**config.mk**
```make
export PLATFORM = sky130hd
export DESIGN_NAME = multi_sw_db_sched
export DESIGN_NICKNAME = d
export VERILOG_FILES = /design/src/rtl/db_pkg.sv /design/src/rtl/db_tick_gen.sv /design/src/rtl/multi_sw_db_sched.sv
export SDC_FILE = /design/constraint.sdc
export NUM_CORES = 1
export LEC_CHECK = 0
export CORE_MARGIN = 2
export CORE_UTILIZATION = 61
export CTS_BUF_LIST = sky130_fd_sc_hd__clkbuf_8
export DETAILED_ROUTE_END_ITERATION = 8
export PLACE_DENSITY = 0.81
export SETUP_SLACK_MARGIN = 0.2
export SYNTH_ARGS = -nofsm -noshare
export SYNTH_HDL_FRONTEND = slang
export SYNTH_SLANG_ARGS = --single-unit
```
**constraint.sdc**
```tcl
create_clock -name clk -period 3.2 [get_ports clk]
set_input_delay 0.32 -clock clk [delete_from_list [all_inputs] [get_ports clk]]
set_output_delay 0.32 -clock clk [all_outputs]
set_load 0.02 [all_outputs]
```
**src/rtl/db_pkg.sv**
```systemverilog
// Shared definitions for the switch debouncers: per-switch state encoding
// and a ceiling-log2 helper for sizing counters.
package db_pkg;

    typedef enum logic [1:0] {
        ST_IDLE_LO = 2'd0,
        ST_WAIT_HI = 2'd1,
        ST_IDLE_HI = 2'd2,
        ST_WAIT_LO = 2'd3
    } db_st_e;

    function automatic int clog2(input int value);
        int r;
        r = 0;
        while ((1 << r) < value) begin
            r++;
        end
        return r;
    endfunction

endpackage

```
**src/rtl/db_tick_gen.sv**
```systemverilog
// Free-running prescaler: tick is high for one clk cycle every TICK_DIV cycles.
module db_tick_gen
    import db_pkg::*;
#(
    parameter int TICK_DIV = 100000
) (
    input  logic clk,
    input  logic reset,
    output logic tick
);

    localparam int W = (TICK_DIV > 1) ? clog2(TICK_DIV) : 1;

    logic [W-1:0] cnt_q, cnt_d;

    assign tick = (cnt_q == W'(TICK_DIV - 1));

    always_comb begin
        cnt_d = tick ? '0 : cnt_q + 1'b1;
    end

    always_ff @(posedge clk or negedge reset) begin
        if (!reset) begin
            cnt_q <= '0;
        end else begin
            cnt_q <= cnt_d;
        end
    end

endmodule

```
**src/rtl/multi_sw_db_sched.sv**
```systemverilog
// Round-robin debounce scheduler: one shared evaluation engine services one
// switch slot per cycle, using per-slot state/count arrays and a shared tick.
module multi_sw_db_sched
    import db_pkg::*;
#(
    parameter int N        = 4,
    parameter int TICK_DIV = 100000,
    parameter int DB_TICKS = 20
) (
    input  logic         clk,
    input  logic         reset,
    input  logic [N-1:0] sw,
    output logic [N-1:0] db,
    output logic [N-1:0] db_rise,
    output logic [N-1:0] db_fall
);

    localparam int CW = clog2(DB_TICKS + 1);
    localparam int PW = (N > 1) ? clog2(N) : 1;

    logic          tick;
    logic [N-1:0]  sync1_q, sync2_q;
    logic [PW-1:0] ptr_q, ptr_d;
    logic [N-1:0]  pend_q, pend_d;
    db_st_e        st_q  [N];
    logic [CW-1:0] cnt_q [N];
    logic [N-1:0]  db_q, db_d;
    logic [N-1:0]  rise_q, rise_d;
    logic [N-1:0]  fall_q, fall_d;

    db_st_e        slot_st, slot_st_d;
    logic [CW-1:0] slot_cnt, slot_cnt_d;
    logic          slot_s, slot_p;

    db_tick_gen #(
        .TICK_DIV (TICK_DIV)
    ) u_tick_gen (
        .clk   (clk),
        .reset (reset),
        .tick  (tick)
    );

    assign db      = db_q;
    assign db_rise = rise_q;
    assign db_fall = fall_q;

    // Pending ticks: a fresh tick re-arms every slot, overriding this cycle's clear.
    always_comb begin
        ptr_d = (ptr_q == PW'(N - 1)) ? '0 : ptr_q + 1'b1;
        pend_d = pend_q;
        pend_d[ptr_q] = 1'b0;
        if (tick) begin
            pend_d = '1;
        end
    end

    always_comb begin
        slot_st    = st_q[ptr_q];
        slot_cnt   = cnt_q[ptr_q];
        slot_s     = sync2_q[ptr_q];
        slot_p     = pend_q[ptr_q];
        slot_st_d  = slot_st;
        slot_cnt_d = slot_cnt;
        db_d       = db_q;
        rise_d     = '0;
        fall_d     = '0;
        unique case (slot_st)
            ST_IDLE_LO: begin
                if (slot_s) begin
                    slot_st_d  = ST_WAIT_HI;
                    slot_cnt_d = CW'(DB_TICKS);
                end
            end
            ST_WAIT_HI: begin
                if (!slot_s) begin
                    slot_st_d = ST_IDLE_LO;
                end else if (slot_p) begin
                    if (slot_cnt == CW'(1)) begin
                        slot_st_d     = ST_IDLE_HI;
                        db_d[ptr_q]   = 1'b1;
                        rise_d[ptr_q] = 1'b1;
                    end else begin
                        slot_cnt_d = slot_cnt - 1'b1;
                    end
                end
            end
            ST_IDLE_HI: begin
                if (!slot_s) begin
                    slot_st_d  = ST_WAIT_LO;
                    slot_cnt_d = CW'(DB_TICKS);
                end
            end
            ST_WAIT_LO: begin
                if (slot_s) begin
                    slot_st_d = ST_IDLE_HI;
                end else if (slot_p) begin
                    if (slot_cnt == CW'(1)) begin
                        slot_st_d     = ST_IDLE_LO;
                        db_d[ptr_q]   = 1'b0;
                        fall_d[ptr_q] = 1'b1;
                    end else begin
                        slot_cnt_d = slot_cnt - 1'b1;
                    end
                end
            end
            default: begin
                slot_st_d = ST_IDLE_LO;
            end
        endcase
    end

    always_ff @(posedge clk or negedge reset) begin
        if (!reset) begin
            sync1_q <= '0;
            sync2_q <= '0;
            ptr_q   <= '0;
            pend_q  <= '0;
            db_q    <= '0;
            rise_q  <= '0;
            fall_q  <= '0;
            for (int i = 0; i < N; i++) begin
                st_q[i]  <= ST_IDLE_LO;
                cnt_q[i] <= '0;
            end
        end else begin
            sync1_q      <= sw;
            sync2_q      <= sync1_q;
            ptr_q        <= ptr_d;
            pend_q       <= pend_d;
            st_q[ptr_q]  <= slot_st_d;
            cnt_q[ptr_q] <= slot_cnt_d;
            db_q         <= db_d;
            rise_q       <= rise_d;
            fall_q       <= fall_d;
        end
    end

endmodule

```
==> impl_metrics.toml, run 1 <==
[outcome]
status = "finished, final reports clean"

[detailed_routing]
route.detailed.drc = 0
dr_total_vias = 2142
detailedRoute.firstIterationViolations = 153
drt-wirelength-per-cell_um = 15.4
detail-route-antenna-nets = 0
drt_pass1_iterations = 4
wl_um = 5760
viasPerCell = 5.71

[worst_setup_path]
crit_arrival_ns = 3.03
critical-path-slowest-cell = "sky130_fd_sc_hd__mux4_2"
cp.depth = 8
cp_data_required_time_ns = 3.49
worst_setup_path_start_kind = "register"
reg2reg_depth = 8
critPathCaptureType = "register"
max_stage_delay_ns = 0.56
reg_to_reg_critical_path_startpoint = "ptr_q[0]"
timing.critical_path.cells = "mux4_2 -> inv_1 -> ha_1 -> nand2_1 -> o22ai_1 -> nand3_1 -> nor3b_1 -> and2_1"
cp-startpoint = "ptr_q[0]"
critPathMaxFanout = 6
worst_setup_path_class = "register to register"
worst_path_dominant_cell_family = "simple AND/OR/NAND/NOR gates"
worstPathBufferInverterCount = 1

[cells_and_area]
final_common_cell = "sky130_fd_sc_hd__dfrtp_1"
finish.net_count = 313
insertedDiodeCount = 0
instances_no_fill = 375
most_frequent_cells_in_the_layout = "71 x sky130_fd_sc_hd__dfrtp_1, 38 x sky130_fd_sc_hd__nor2_1, 21 x sky130_fd_sc_hd__a21oi_1"
fill_cells = 359
area_delta_synth_final_pct = 15.3
layout-drive-gt1-share_pct = 13.8

[pwr]
pwr-share-seq_pct = 54.0
cellPowerDensity_mw_per_mm2 = 469
pwr-share-comb_pct = 2.6
irDropWorstVdd_mv = 0.345
sw_frac_of_total_pct = 21.6
part_of_the_power_in_the_clock_network_pct = 43.5
power_report.internal_total_mw = 1.32
switching_power_mw = 0.364
design_power_total_mw = 1.69
leakagePower_nw = 1.59

[timing]
slew_headroom_pct = 39.0
final.period_utilization_pct = 85.7
tightestPinTransition_ns = 0.912
holdWs_ns = 0.0180
clock_skew_ns = 0.0136
finalCriticalPeriod_ns = 2.74
setup_violations = 0
final_max_slew_viol_count = 0
hold_viol = 0
fin_tns_setup_ns = 0
worst_slack_ns = 0.459
max_freq_mhz = 365
setup_repair_after_global_routing_missed_its_margin = "false"

[logic_synthesis]
syn-instance-count = 273
synth_top_area_share_pct = 57.0
yosys-mux-area-fraction_pct = 9.11
synth.top_cells.by_area = "sky130_fd_sc_hd__dfrtp_1 57%, sky130_fd_sc_hd__mux4_2 5.1%, sky130_fd_sc_hd__nor2_1 4.6%"
synth_top_family_by_area = "simple AND/OR/NAND/NOR gates"
mappedNetlistArea_mm2 = 0.00312
ys.warnings.count = 0
synth_sequential_area_ratio_pct = 57.0
syn_avg_cell_area_um2 = 11.4
library_cell_occupying_the_most_area_in_the_post_synthesis_netlist = "sky130_fd_sc_hd__dfrtp_1"
synth.ff_latch_count = 71
yosysUniqueCellTypes = 40
synth_simple_gate_area_share_pct = 14.6
synth_adder_area_share_pct = 2.81
synth_compound_area_share_pct = 8.79
yosys.area_share.xor_xnor_pct = 5.02
syn-num-nets = 286

[place]
post-place-cells = 359
buffer_ports.inserted = 17
hpwlAfterDp_um = 3980
globalplace.congestion = 0.855
dp_slack_ns = 0.470

[clocking]
post_cts_resize_count = 0
clock_tree.htree_level_count = 3
clkSinkCount = 71
cts_root_buffer = "sky130_fd_sc_hd__clkbuf_8"
cts_hold_repair.buffers = 0
post_cts_buffers = 0
clock_tree.buffer_depth = 2
numCtsBuffers = 9
clkTransAtPathRegs_ns = 0.08
clkLatencyLatePin_ns = 0.35
tritoncts = "built"

[floorplanning]
die-width_um = 75.5
area_of_the_core_mm2 = 0.00501
chipHeight_um = 75.5
initial_core_util_pct = 62.2
num_io_pins = 18
die_area_mm2 = 0.00570
rows = 26

[flow_run]
max-cap-violations = 0

[grt]
grt_pass1_wl_um = 9630
grt.total_usage_pct = 23.3
residual_overflow_from_global_routing = 0
first_global_vias = 2024
grt_max_degree = 35
antenna_found_initial = 0

[hold_path]
hold_path_class = "input port to async pin"
[cells by family (layout without fill, tap and decap cells)]
family / count (synthesis) / in the layout
AND/OR/NAND/NOR: 96 / 96
flip-flops: 71 / 71
AO/OA/AOI/OAI: 45 / 45
buffers and inverters: 20 / 52
XOR/XNOR: 17 / 17
multiplexers: 17 / 17
adder cells (fa/ha/maj): 7 / 7
[cell usage after synthesis, drive strengths merged]
| master | number |
|---|---|
| clkbuf | 6 |
| buf | 2 |
| nor4b | 1 |
| xor2 | 8 |
| o31ai | 1 |
| a211oi | 1 |
| nand3 | 11 |
| o22a | 1 |
| mux2i | 1 |
| o21ai | 5 |
| nor2 | 38 |
| nor4 | 1 |
| o22ai | 2 |
| nor3 | 10 |
| a2111oi | 1 |
| a31oi | 6 |
| ha | 7 |
| nand2b | 6 |
| o21a | 1 |
| nand2 | 15 |
| xnor2 | 9 |
| dfrtp | 71 |
| nand4 | 4 |
| a22oi | 1 |
| mux2 | 8 |
| nor2b | 1 |
| a21o | 4 |
| nor3b | 2 |
| mux4 | 8 |
| inv | 12 |
| or2 | 1 |
| or3b | 1 |
| and2 | 4 |
| o41ai | 1 |
| a21oi | 21 |
| and3 | 1 |
[sequential cells by signal, indices dropped and copies added (netlist names), named ones only]
| register | count |
|---|---|
| cnt_q | 20 |
| db_fall | 4 |
| db_rise | 4 |
| pend_q | 4 |
| ptr_q | 2 |
| st_q | 8 |
| sync1_q | 4 |
| sync2_q | 4 |
| u_tick_gen.cnt_q | 17 |
[final cells by class]
cell class	count	area [µm²]	share of cell area, %
Inverter	12	45.0	1.25
Clock inverter	5	57.6	1.60
Multi-Input combinational cell	182	1260	35.0
Tap cell	70	87.6	2.44
Timing Repair Buffer	24	218	6.06
Clock buffer	11	151	4.21
Sequential cell	71	1780	49.5
[worst reg2reg max path, delay by kind of cell, from the launching register on]
kind / cells / cell delay (ns)
muxes: 1 / 0.56
buffers and inverters: 1 / 0.10
DFF: 1 / 0.43
AOI/OAI and AO/OA: 1 / 0.33
and+or+nand+nor: 4 / 1.05
adders and majority gates: 1 / 0.21
[path summary, 6_finish.rpt]
path,to,slack (ns)
max,db_fall[0],0.46
min,pend_q[1],0.02
max reg2reg,db_fall[0],0.46
min reg2reg,sync2_q[3],0.35
max in group asynchronous,cnt_q[4],2.41
min in group clk,sync2_q[3],0.35
[power by group through the flow]
| stage | combinational, mW | clock, mW | sequential [mW] |
|---|---|---|---|
| 5_1_grt | 0.0491 | 0.782 | 0.910 |
| 2_1_floorplan | 0.0161 | 0 | 0.926 |
| 3_5_place_dp | 0.0441 | 0 | 0.928 |
| 4_1_cts | 0.0442 | 0.746 | 0.910 |
| 3_3_place_gp | 0.0429 | 0 | 0.927 |
| 6_report | 0.0430 | 0.733 | 0.910 |
[through the flow]
| step | instance area (µm²) | util (%) |
|---|---|---|
| 5_1_grt | 3590 | 71.7 |
| 2_1_floorplan | 3120 | - |
| 4_1_cts | 3590 | 71.7 |
| 6_report | 3590 | 71.7 |
| 3_3_place_gp | 3380 | 67.5 |
| 3_5_place_dp | 3380 | 67.5 |
[per-layer routing]
layer	vias to the layer above	wire length (µm)	global-route usage [%]	part of all wire [%]
li1	1002	-	-	-
met1	1063	2640	32.0	46
met2	62	2670	34.0	46
met3	15	276	5.29	4.8
met4	0	170	14.0	2.9
met5	-	0	0	0
No activity file was read; power rests on OpenSTA's default activity.
==> inputs of run 2 (changes only) <==
--- a/config.mk
+++ b/config.mk
@@ -10,7 +10,6 @@
 export CTS_BUF_LIST = sky130_fd_sc_hd__clkbuf_8
 export DETAILED_ROUTE_END_ITERATION = 8
 export PLACE_DENSITY = 0.81
-export SETUP_SLACK_MARGIN = 0.2
 export SYNTH_ARGS = -nofsm -noshare
 export SYNTH_HDL_FRONTEND = slang
 export SYNTH_SLANG_ARGS = --single-unit
==> results of run 2 <==
Final layout, timing and power as in run 1 (identical DEF).
==> inputs of run 3 (changes only) <==
--- a/config.mk
+++ b/config.mk
@@ -10,6 +10,7 @@
 export CTS_BUF_LIST = sky130_fd_sc_hd__clkbuf_8
 export DETAILED_ROUTE_END_ITERATION = 8
 export PLACE_DENSITY = 0.81
+export RECOVER_POWER = 50
 export SYNTH_ARGS = -nofsm -noshare
 export SYNTH_HDL_FRONTEND = slang
 export SYNTH_SLANG_ARGS = --single-unit
==> run 3 against run 2 <==
Against the previous run: the run now ends with max-capacitance violations, max-slew violations left; total power down 0.10%; cell count did not move; design area shrank 0.24%; non-clock buffer count stayed put; routed wire length decreased by 0.17%; combinational power decreased by 5.1%; clock power is essentially flat; register-to-register slack about the same; clock skew about the same; global-route usage unchanged; critical path type unchanged; largest power group unchanged.
==> impl_metrics.toml, run 3 (synthesis gave the netlist of run 1 again) <==
[timing]
hold_viol = 0
clock_skew_ns = 0.0138
max_freq_mhz = 365
setup_repair_after_global_routing_missed_its_margin = "false"
fin_tns_setup_ns = 0
tightestPinTransition_ns = 1.73
worst_slack_ns = 0.457
slew_headroom_pct = -15.5
final_max_slew_viol_count = 35
setup_violations = 0
finalCriticalPeriod_ns = 2.74
final.period_utilization_pct = 85.7

[detailed_routing]
wl_um = 5750
detail-route-antenna-nets = 0
drt-wirelength-per-cell_um = 15.3
dr_total_vias = 2132
detailedRoute.firstIterationViolations = 153
drt_pass1_iterations = 4
viasPerCell = 5.69
route.detailed.drc = 0

[pwr]
design_power_total_mw = 1.68
irDropWorstVdd_mv = 0.343
leakagePower_nw = 1.58
cellPowerDensity_mw_per_mm2 = 470

[cells_and_area]
finish.net_count = 313
final_design_area_no_fill_mm2 = 0.00358
final_util_pct = 71.5
final_common_cell = "sky130_fd_sc_hd__dfrtp_1"
top_register = "cnt_q"
largest_register_ffs = 20
most_frequent_cells_in_the_layout = "71 x sky130_fd_sc_hd__dfrtp_1, 38 x sky130_fd_sc_hd__nor2_1, 21 x sky130_fd_sc_hd__a21oi_1"
reg.largest.list = "cnt_q: 20 flops, u_tick_gen.cnt_q: 17 flops, st_q: 8 flops"
area_delta_synth_final_pct = 15.0
layout-drive-gt1-share_pct = 12.8
insertedDiodeCount = 0

[clocking]
clock_tree.htree_level_count = 3
clkSinkCount = 71
post_cts_buffers = 0
clkLatencyLatePin_ns = 0.35
numCtsBuffers = 9
cts_root_buffer = "sky130_fd_sc_hd__clkbuf_8"
tritoncts = "built"
clkTransAtPathRegs_ns = 0.07
clock_tree.buffer_depth = 2
cts_hold_repair.buffers = 0
post_cts_resize_count = 0

[worst_setup_path]
reg_to_reg_critical_path_startpoint = "ptr_q[0]"
worst_setup_path_start_kind = "register"
worst_setup_path_class = "register to register"
critical-path-slowest-cell = "sky130_fd_sc_hd__mux4_2"
cp_data_required_time_ns = 3.49
max_stage_delay_ns = 0.56
critPathCaptureType = "register"
worst_path_dominant_cell_family = "simple AND/OR/NAND/NOR gates"
worstPathBufferInverterCount = 1
cp-startpoint = "ptr_q[0]"
timing.critical_path.cells = "mux4_2 -> inv_1 -> ha_1 -> nand2_1 -> o22ai_1 -> nand3_1 -> nor3b_1 -> and2_1"
critPathMaxFanout = 6
crit_arrival_ns = 3.03

[floorplanning]
chipHeight_um = 75.5
die-width_um = 75.5
die_area_mm2 = 0.00570
rows = 26
area_of_the_core_mm2 = 0.00501
num_io_pins = 18
initial_core_util_pct = 62.2

[grt]
residual_overflow_from_global_routing = 0
grt_max_degree = 35
first_global_vias = 2024
grt.total_usage_pct = 23.3
antenna_found_initial = 0
grt_pass1_wl_um = 9630

[outcome]
failing_checks = "max-capacitance violations, max-slew violations"
status = "finished, violations left"

[place]
placed_cell_area_mm2 = 0.00338
dp_slack_ns = 0.470
buffer_ports.inserted = 17
hpwlAfterDp_um = 3980
globalplace.congestion = 0.855

[hold_path]
hold_path_class = "register to register"
hold_path_startpoint = "sync1_q[3]"

[flow_run]
max-cap-violations = 1
[run 3: worst reg2reg max path: cells and delay by family (launching register included)]
family | cells | cell delay (ns)
fa+ha+maj | 1 | 0.21
simple gates | 4 | 1.05
buf+inv | 1 | 0.10
flops | 1 | 0.43
compound gates | 1 | 0.33
mux | 1 | 0.56
[run 3: area by class of cell]
class,instances,area (µm²)
Clock buffer,11,151
Inverter,12,45.0
Fill cell,364,1430
Sequential cell,71,1780
Timing Repair Buffer,24,209
Multi-Input combinational cell,182,1260
Tap cell,70,87.6
Clock inverter,5,57.6
[run 3: final timing paths]
| kind | end | slack (ns) | depth (start not counted) |
|---|---|---|---|
| max in group asynchronous | cnt_q[4] | 1.02 | 2 |
| setup / recovery | db_fall[0] | 0.46 | 8 |
| hold / removal | sync2_q[3] | 0.35 | 0 |
| setup reg to reg | db_fall[0] | 0.46 | 8 |
| hold reg to reg | sync2_q[3] | 0.35 | 0 |
| min in group asynchronous | pend_q[1] | 0.41 | 1 |
[run 3: power breakdown]
part | leakage, nW | internal [mW] | switching, mW | total (mW)
logic | 0.576 | 0.0127 | 0.0281 | 0.0408
registers | 0.905 | 0.906 | 0.00381 | 0.910
clock network | 0.103 | 0.401 | 0.333 | 0.733
[run 3: metrics by stage]
stage / std cells / hold WS (ns)
6_report: 375 / 0.352
5_1_grt: 375 / 0.360
4_1_cts: 375 / 0.0381
3_5_place_dp: 359 / 0.337
3_3_place_gp: 359 / 0.333
2_1_floorplan: 273 / 0.0244
[run 3: routing by layer]
layer / global-route usage (%) / share of wire [%]
met2: 34.0 / 46
met5: 0 / 0
met4: 14.0 / 3.0
met1: 32.0 / 46
met3: 5.29 / 4.6
